`src/rtl/alu_pkg.sv`:
```
// alu_pkg: ALU op codes shared with decode, FSM state encoding and shift-op helper.
package alu_pkg;
    localparam logic [3:0] ALU_ADD  = 4'b0000;
    localparam logic [3:0] ALU_SUB  = 4'b0001;
    localparam logic [3:0] ALU_SLL  = 4'b0010;
    localparam logic [3:0] ALU_SLT  = 4'b0011;
    localparam logic [3:0] ALU_SLTU = 4'b0100;
    localparam logic [3:0] ALU_XOR  = 4'b0101;
    localparam logic [3:0] ALU_SRL  = 4'b0110;
    localparam logic [3:0] ALU_SRA  = 4'b0111;
    localparam logic [3:0] ALU_OR   = 4'b1000;
    localparam logic [3:0] ALU_AND  = 4'b1001;

    localparam logic [1:0] ST_IDLE  = 2'd0;
    localparam logic [1:0] ST_SHIFT = 2'd1;
    localparam logic [1:0] ST_DONE  = 2'd2;

    function automatic logic is_shift(input logic [3:0] op);
        return op == ALU_SLL || op == ALU_SRL || op == ALU_SRA;
    endfunction
endpackage

```
`src/rtl/alu_barrel_shift.sv`:
```
// alu_barrel_shift: single-cycle SLL/SRL/SRA by shamt; only built with ALU_BARREL_SHIFT_EN.
`ifdef ALU_BARREL_SHIFT_EN
module alu_barrel_shift
    import alu_pkg::*;
#(
    parameter int DATA_W  = 32,
    parameter int SHAMT_W = 5
) (
    input  logic [3:0]         op,
    input  logic [DATA_W-1:0]  a,
    input  logic [SHAMT_W-1:0] shamt,
    output logic [DATA_W-1:0]  y
);
    assign y = op == ALU_SLL ? a << shamt :
               op == ALU_SRA ? DATA_W'($signed(a) >>> shamt) :
                               a >> shamt;
endmodule
`endif

```
`src/rtl/alu_shift_step.sv`:
```
// alu_shift_step: combinational one-bit shift (SLL/SRL/SRA) of a DATA_W word.
module alu_shift_step
    import alu_pkg::*;
#(
    parameter int DATA_W = 32
) (
    input  logic [3:0]        op,
    input  logic [DATA_W-1:0] a,
    output logic [DATA_W-1:0] y
);
    assign y = op == ALU_SLL ? {a[DATA_W-2:0], 1'b0} :
               op == ALU_SRA ? {a[DATA_W-1], a[DATA_W-1:1]} :
                               {1'b0, a[DATA_W-1:1]};
endmodule

```
`src/rtl/alu_iter_exec.sv`:
```
// alu_iter_exec: EX-stage ALU with valid/ready on both sides; shifts iterate one bit per cycle
// unless ALU_BARREL_SHIFT_EN selects the single-cycle barrel shifter.
module alu_iter_exec
    import alu_pkg::*;
#(
    parameter int DATA_W  = 32,
    parameter int SHAMT_W = 5
) (
    input  logic              i_clk,
    input  logic              i_rst,
    input  logic [3:0]        i_ALUControlLines,
    input  logic [DATA_W-1:0] i_A,
    input  logic [DATA_W-1:0] i_B,
    input  logic              i_valid,
    output logic              o_ready,
    output logic [DATA_W-1:0] o_result,
    output logic              o_zero,
    output logic              o_illegal,
    output logic              o_valid,
    input  logic              i_ready
);
    logic [1:0]         state;
    logic [3:0]         op;
    logic [SHAMT_W-1:0] shamt;
    logic [DATA_W-1:0]  sh_out;
    logic [DATA_W-1:0]  alu_out;
    logic               lt_s;
    logic               lt_u;
    logic               illegal_op;

    assign op         = i_ALUControlLines;
    assign shamt      = i_B[SHAMT_W-1:0];
    assign lt_s       = $signed(i_A) < $signed(i_B);
    assign lt_u       = i_A < i_B;
    assign illegal_op = op > ALU_AND;

`ifdef ALU_BARREL_SHIFT_EN
    alu_barrel_shift #(.DATA_W(DATA_W), .SHAMT_W(SHAMT_W)) u_shift (
        .op(op), .a(i_A), .shamt(shamt), .y(sh_out)
    );
`else
    logic [DATA_W-1:0]  work;
    logic [DATA_W-1:0]  step;
    logic [SHAMT_W-1:0] cnt;
    logic [3:0]         op_q;
    // A zero-amount shift in IDLE simply passes A through.
    assign sh_out = i_A;
    alu_shift_step #(.DATA_W(DATA_W)) u_shift (.op(op_q), .a(work), .y(step));
`endif

    always_comb
        alu_out = op == ALU_ADD  ? i_A + i_B :
                  op == ALU_SUB  ? i_A - i_B :
                  op == ALU_SLT  ? {{(DATA_W-1){1'b0}}, lt_s} :
                  op == ALU_SLTU ? {{(DATA_W-1){1'b0}}, lt_u} :
                  op == ALU_XOR  ? i_A ^ i_B :
                  op == ALU_OR   ? i_A | i_B :
                  op == ALU_AND  ? i_A & i_B :
                  is_shift(op)   ? sh_out : '0;

    always_ff @(posedge i_clk or posedge i_rst) begin
        if (i_rst) begin
            state     <= ST_IDLE;
            o_result  <= '0;
            o_zero    <= 1'b0;
            o_illegal <= 1'b0;
`ifndef ALU_BARREL_SHIFT_EN
            work      <= '0;
            cnt       <= '0;
            op_q      <= '0;
`endif
        end else begin
            case (state)
                ST_IDLE: if (i_valid) begin
`ifndef ALU_BARREL_SHIFT_EN
                    if (is_shift(op) && shamt != '0) begin
                        state <= ST_SHIFT;
                        work  <= i_A;
                        cnt   <= shamt;
                        op_q  <= op;
                    end else
`endif
                    begin
                        state     <= ST_DONE;
                        o_result  <= alu_out;
                        o_zero    <= alu_out == '0;
                        o_illegal <= illegal_op;
                    end
                end
`ifndef ALU_BARREL_SHIFT_EN
                ST_SHIFT: begin
                    work <= step;
                    cnt  <= cnt - 1'b1;
                    if (cnt == SHAMT_W'(1)) begin
                        state     <= ST_DONE;
                        o_result  <= step;
                        o_zero    <= step == '0;
                        o_illegal <= 1'b0;
                    end
                end
`endif
                ST_DONE: if (i_ready) state <= ST_IDLE;
                default: state <= ST_IDLE;
            endcase
        end
    end

    assign o_ready = state == ST_IDLE;
    assign o_valid = state == ST_DONE;
endmodule

```
`config.mk`:
```
export PLATFORM = sky130hd
export DESIGN_NAME = alu_iter_exec
export DESIGN_NICKNAME = d
export VERILOG_FILES = /design/src/rtl/alu_pkg.sv /design/src/rtl/alu_barrel_shift.sv /design/src/rtl/alu_shift_step.sv /design/src/rtl/alu_iter_exec.sv
export SDC_FILE = /design/constraint.sdc
export NUM_CORES = 1
export LEC_CHECK = 0
export BUFFER_PORTS_ARGS = -buffer_cell sky130_fd_sc_hd__buf_2
export CORE_ASPECT_RATIO = 1.5
export CORE_MARGIN = 2
export CORE_UTILIZATION = 60
export DETAILED_ROUTE_END_ITERATION = 6
export PLACE_DENSITY = 0.84
export SETUP_SLACK_MARGIN = 0.05
export SYNTH_ARGS = -nofsm -noshare
export SYNTH_HDL_FRONTEND = slang
export SYNTH_HIERARCHICAL = 1
export SYNTH_SLANG_ARGS = --single-unit
```
`constraint.sdc`:
```
create_clock -name i_clk -period 3.1 [get_ports i_clk]
set_input_delay 0.31 -clock i_clk [delete_from_list [all_inputs] [get_ports i_clk]]
set_output_delay 0.31 -clock i_clk [all_outputs]
set_load 0.05 [all_outputs]
```
==> results_dict.tcl <==
set metrics [dict create \
    reg2reg_launch_point "op_q[0]" \
    rr_endpoint "o_zero" \
    clock_tree_from_tritoncts "built" \
    synthesis.area_um2 10200 \
    synth.cells.most_frequent "sky130_fd_sc_hd__nand2_1, sky130_fd_sc_hd__nor2_1, sky130_fd_sc_hd__inv_1, sky130_fd_sc_hd__a21oi_1, sky130_fd_sc_hd__ha_1" \
    postLayoutCellArea_um2 14300 \
    tightestPinTransition_ns 1.04 \
    syn_to_final_growth_pct 39.4 \
    cpMaxStageDelayCell "sky130_fd_sc_hd__fa_2" \
    detail_route.drc_violations 1 \
    floorplan.die.height_um 164 \
    cts.sinks 77 \
    synth.lib_cells_used.distinct 105 \
    post-synth-top-area-cell "sky130_fd_sc_hd__dfrtp_1" \
    design.die.area_um2 18200 \
    synth.most_common_cell "sky130_fd_sc_hd__nand2_1" \
    holdCritPathClass "in2async" \
    fraction_of_the_yosys_area_taken_by_sequential_cells 0.188 \
    io-pin-count 108 \
    avgRoutedWirePerCell_um 24.9 \
    detailedRoute.firstIterationViolations 2168 \
    yosys-top-cells-area "sky130_fd_sc_hd__dfrtp_1, sky130_fd_sc_hd__ha_1, sky130_fd_sc_hd__nand2_1" \
    pin_count_of_the_biggest_net_entering_global_routing 69 \
    synth_top_area_frac 0.188 \
    syn-num-nets 1535 \
    synth_seq_cells 77 \
    post_dp_cell_area_um2 13400 \
    cts.root.buffer_cell "sky130_fd_sc_hd__clkbuf_16" \
    cts_hold_buffers 0 \
    drive_above_1_share 0.364 \
    period_share 1.07 \
    met2_usage 0.838 \
    totalWireLength_um 49600 \
    via_per_inst 7.03 \
    total_cts_buffers 9 \
    firstDrtPassIters 7 \
    drv_cap 0 \
    synth-async-reset-ratio 1.00 \
    postSynth.topFlopCell "sky130_fd_sc_hd__dfrtp_1" \
    skew_ns 0.0121 \
    cts.reportedPaths.clkPinSlew_ns 0.06 \
    die_width_um 111 \
    clock_latency_ns 0.35 \
    grt_overflow 0 \
    hpwlAfterDp_um 35900 \
    routed-via-count 14025 \
    globalRouteTotalUtil 0.520 \
    core_area_um2 16800 \
    ir_drop_mv 0.890 \
    antenna_left 0 \
    fin_ws_ns -0.206 \
    post-place-cells 1965 \
    r2r.worst_path.cells 8 \
    global_route.usage.met1 0.569 \
    grt_antenna_before_repair 2 \
    setup.worst_path.start_class "input pin" \
    r2r_slack_ns -0.12 \
    leakagePower_nw 6.93 \
    drv_slew 0 \
    ratio_of_total_power_to_cell_area_nw_per_um2 576 \
    syn_area_per_cell_um2 7.52 \
    grt_pass1_vias 13604 \
    nFillCells 972 \
    critical_path.max_stage_delay_ns 0.37 \
    rsz0062_at_grt "yes" \
    htree_num_levels 3 \
    clock_tree.buffer_depth 2 \
    gp_congestion 1.07 \
    final-setup-viol-count 3 \
    nets 1949 \
    violations_in_the_final_reports "DRC, setup timing" \
    required_ns 3.37 \
    core.rowCount 58 \
    synth-edff-count 0 \
    initial_utilization 0.611 \
    worst-endpoint-arrival_ns 3.57 \
    cp_max_fo 3 \
    grt_first_pass_wirelength_um 74000 \
    grtUsageMet3 0.115 \
    max_freq_mhz 303 \
    outcome "complete, but fails checks" \
    netlist_instances 1363 \
    timing.critical_path.cells "buf_6 -> buf_4 -> ha_4 -> fa_2 -> buf_4 -> a21oi_1 -> o21bai_1 -> a221o_1 -> a221o_1 -> a211oi_1 -> nand4b_1 -> nor4_2 -> nand4_1 -> nor4_2 -> nand3_1 -> o21ai_1" \
    global_route.peak_usage_layer "met2" \
    critPathCaptureType "flip-flop" \
    finalCriticalPeriod_ns 3.31 \
    worst_max_slew_margin_expressed_relative_to_the_limit 0.303 \
    worst-setup-path-type "in2reg" \
    final_cells 1994 \
    final-hold-violation-count 0 \
    port_bufs 107 \
    synth-warning-count 6 \
]
[what timing repair did]
item	4_1_cts	5_1_grt
gates resized for setup	39	54
setup endpoints to repair	11	13
setup buffers	5	6
cloned	0	0
pin swaps	26	21
[metrics by stage]
step / total power [mW] / hold slack (ns) / utilization / TNS (ns) / setup WS (ns)
final: 8.22 / 0.0116 / 0.852 / -0.267 / -0.206
after global routing: 8.46 / 0.0538 / 0.852 / -0.384 / -0.221
after CTS: 7.85 / 0.0157 / 0.835 / 0 / 0.0404
after detailed placement: 6.45 / 0.372 / 0.801 / -5.52 / -0.639
after global placement: 6.29 / 0.368 / 0.801 / -4.69 / -0.618
after floorplan: 4.83 / 0.396 / - / 0 / 0.103
[cell type report]
cell class | instances | area (µm²) | area share
repair buffers | 493 | 3530 | 0.247
clock buffers | 10 | 239 | 0.0167
multi-input cells | 1086 | 7800 | 0.546
clock inverters | 6 | 95.1 | 0.00666
flip-flops and latches | 77 | 1930 | 0.135
well taps | 210 | 263 | 0.0184
diodes | 2 | 5.00 | 0.000350
inverters | 110 | 417 | 0.0292
[worst max-delay path, delay by kind of cell]
family                   cells  cell delay, ns
AND/OR/NAND/NOR              5            1.00
buffers and inverters        3            0.40
adder cells (fa/ha/maj)      2            0.54
AO/OA/AOI/OAI                6            1.33
[power breakdown]
part           internal [mW]  switching, mW
Clock                  0.734          0.458
Combinational           1.91           3.19
Sequential              1.47          0.460
[state kept, by name (all words and copies together), names as in the netlist]
signal     flops
cnt            5
o_illegal      1
o_result      32
o_zero         1
op_q           4
state          2
work          32
[cells in the final DEF (no fill, tap or decap), types with 17 or more instances in the layout]
cell and instances:
sky130_fd_sc_hd__buf_4 379, sky130_fd_sc_hd__nand2_1 168, sky130_fd_sc_hd__nor2_1 109, sky130_fd_sc_hd__buf_2 105, sky130_fd_sc_hd__inv_1 102, sky130_fd_sc_hd__a21oi_1 98
sky130_fd_sc_hd__ha_1 87, sky130_fd_sc_hd__dfrtp_1 77, sky130_fd_sc_hd__o21ai_0 56, sky130_fd_sc_hd__a31oi_1 41, sky130_fd_sc_hd__mux2_2 31, sky130_fd_sc_hd__o31ai_1 23
sky130_fd_sc_hd__a21o_1 21, sky130_fd_sc_hd__nand3_1 21, sky130_fd_sc_hd__nor2b_1 20, sky130_fd_sc_hd__a211oi_1 20, sky130_fd_sc_hd__nor4_1 19, sky130_fd_sc_hd__nor3_1 18
sky130_fd_sc_hd__o22ai_1 17
[cells by family after synthesis]
group / after synthesis / share of synthesized area
AOI/OAI and AO/OA: 486 / 0.329
and+or+nand+nor: 451 / 0.212
buffers and inverters: 200 / 0.0957
adders and majority gates: 100 / 0.124
DFF: 77 / 0.188
muxes: 43 / 0.0460
xor gates and xnor gates: 6 / 0.00513
[routing by layer]
metal | wire length [µm] | vias to the layer above
met2 | 21600 | 1313
li1 | - | 5842
met3 | 6090 | 501
met1 | 15900 | 6369
met4 | 5990 | 0
met5 | 0 | -
[worst max path at each step]
stage,from,end,slack [ns],cells after the start
after global routing,i_A[0],o_zero,-0.22,17
after detailed placement,i_A[0],o_zero,-0.64,15
final,i_A[0],o_zero,-0.21,16
after CTS,i_B[4],o_zero,0.04,15
after global placement,i_A[0],o_zero,-0.62,16
after floorplan,i_A[0],o_zero,0.10,15
Power figures use the tool's default switching activity.
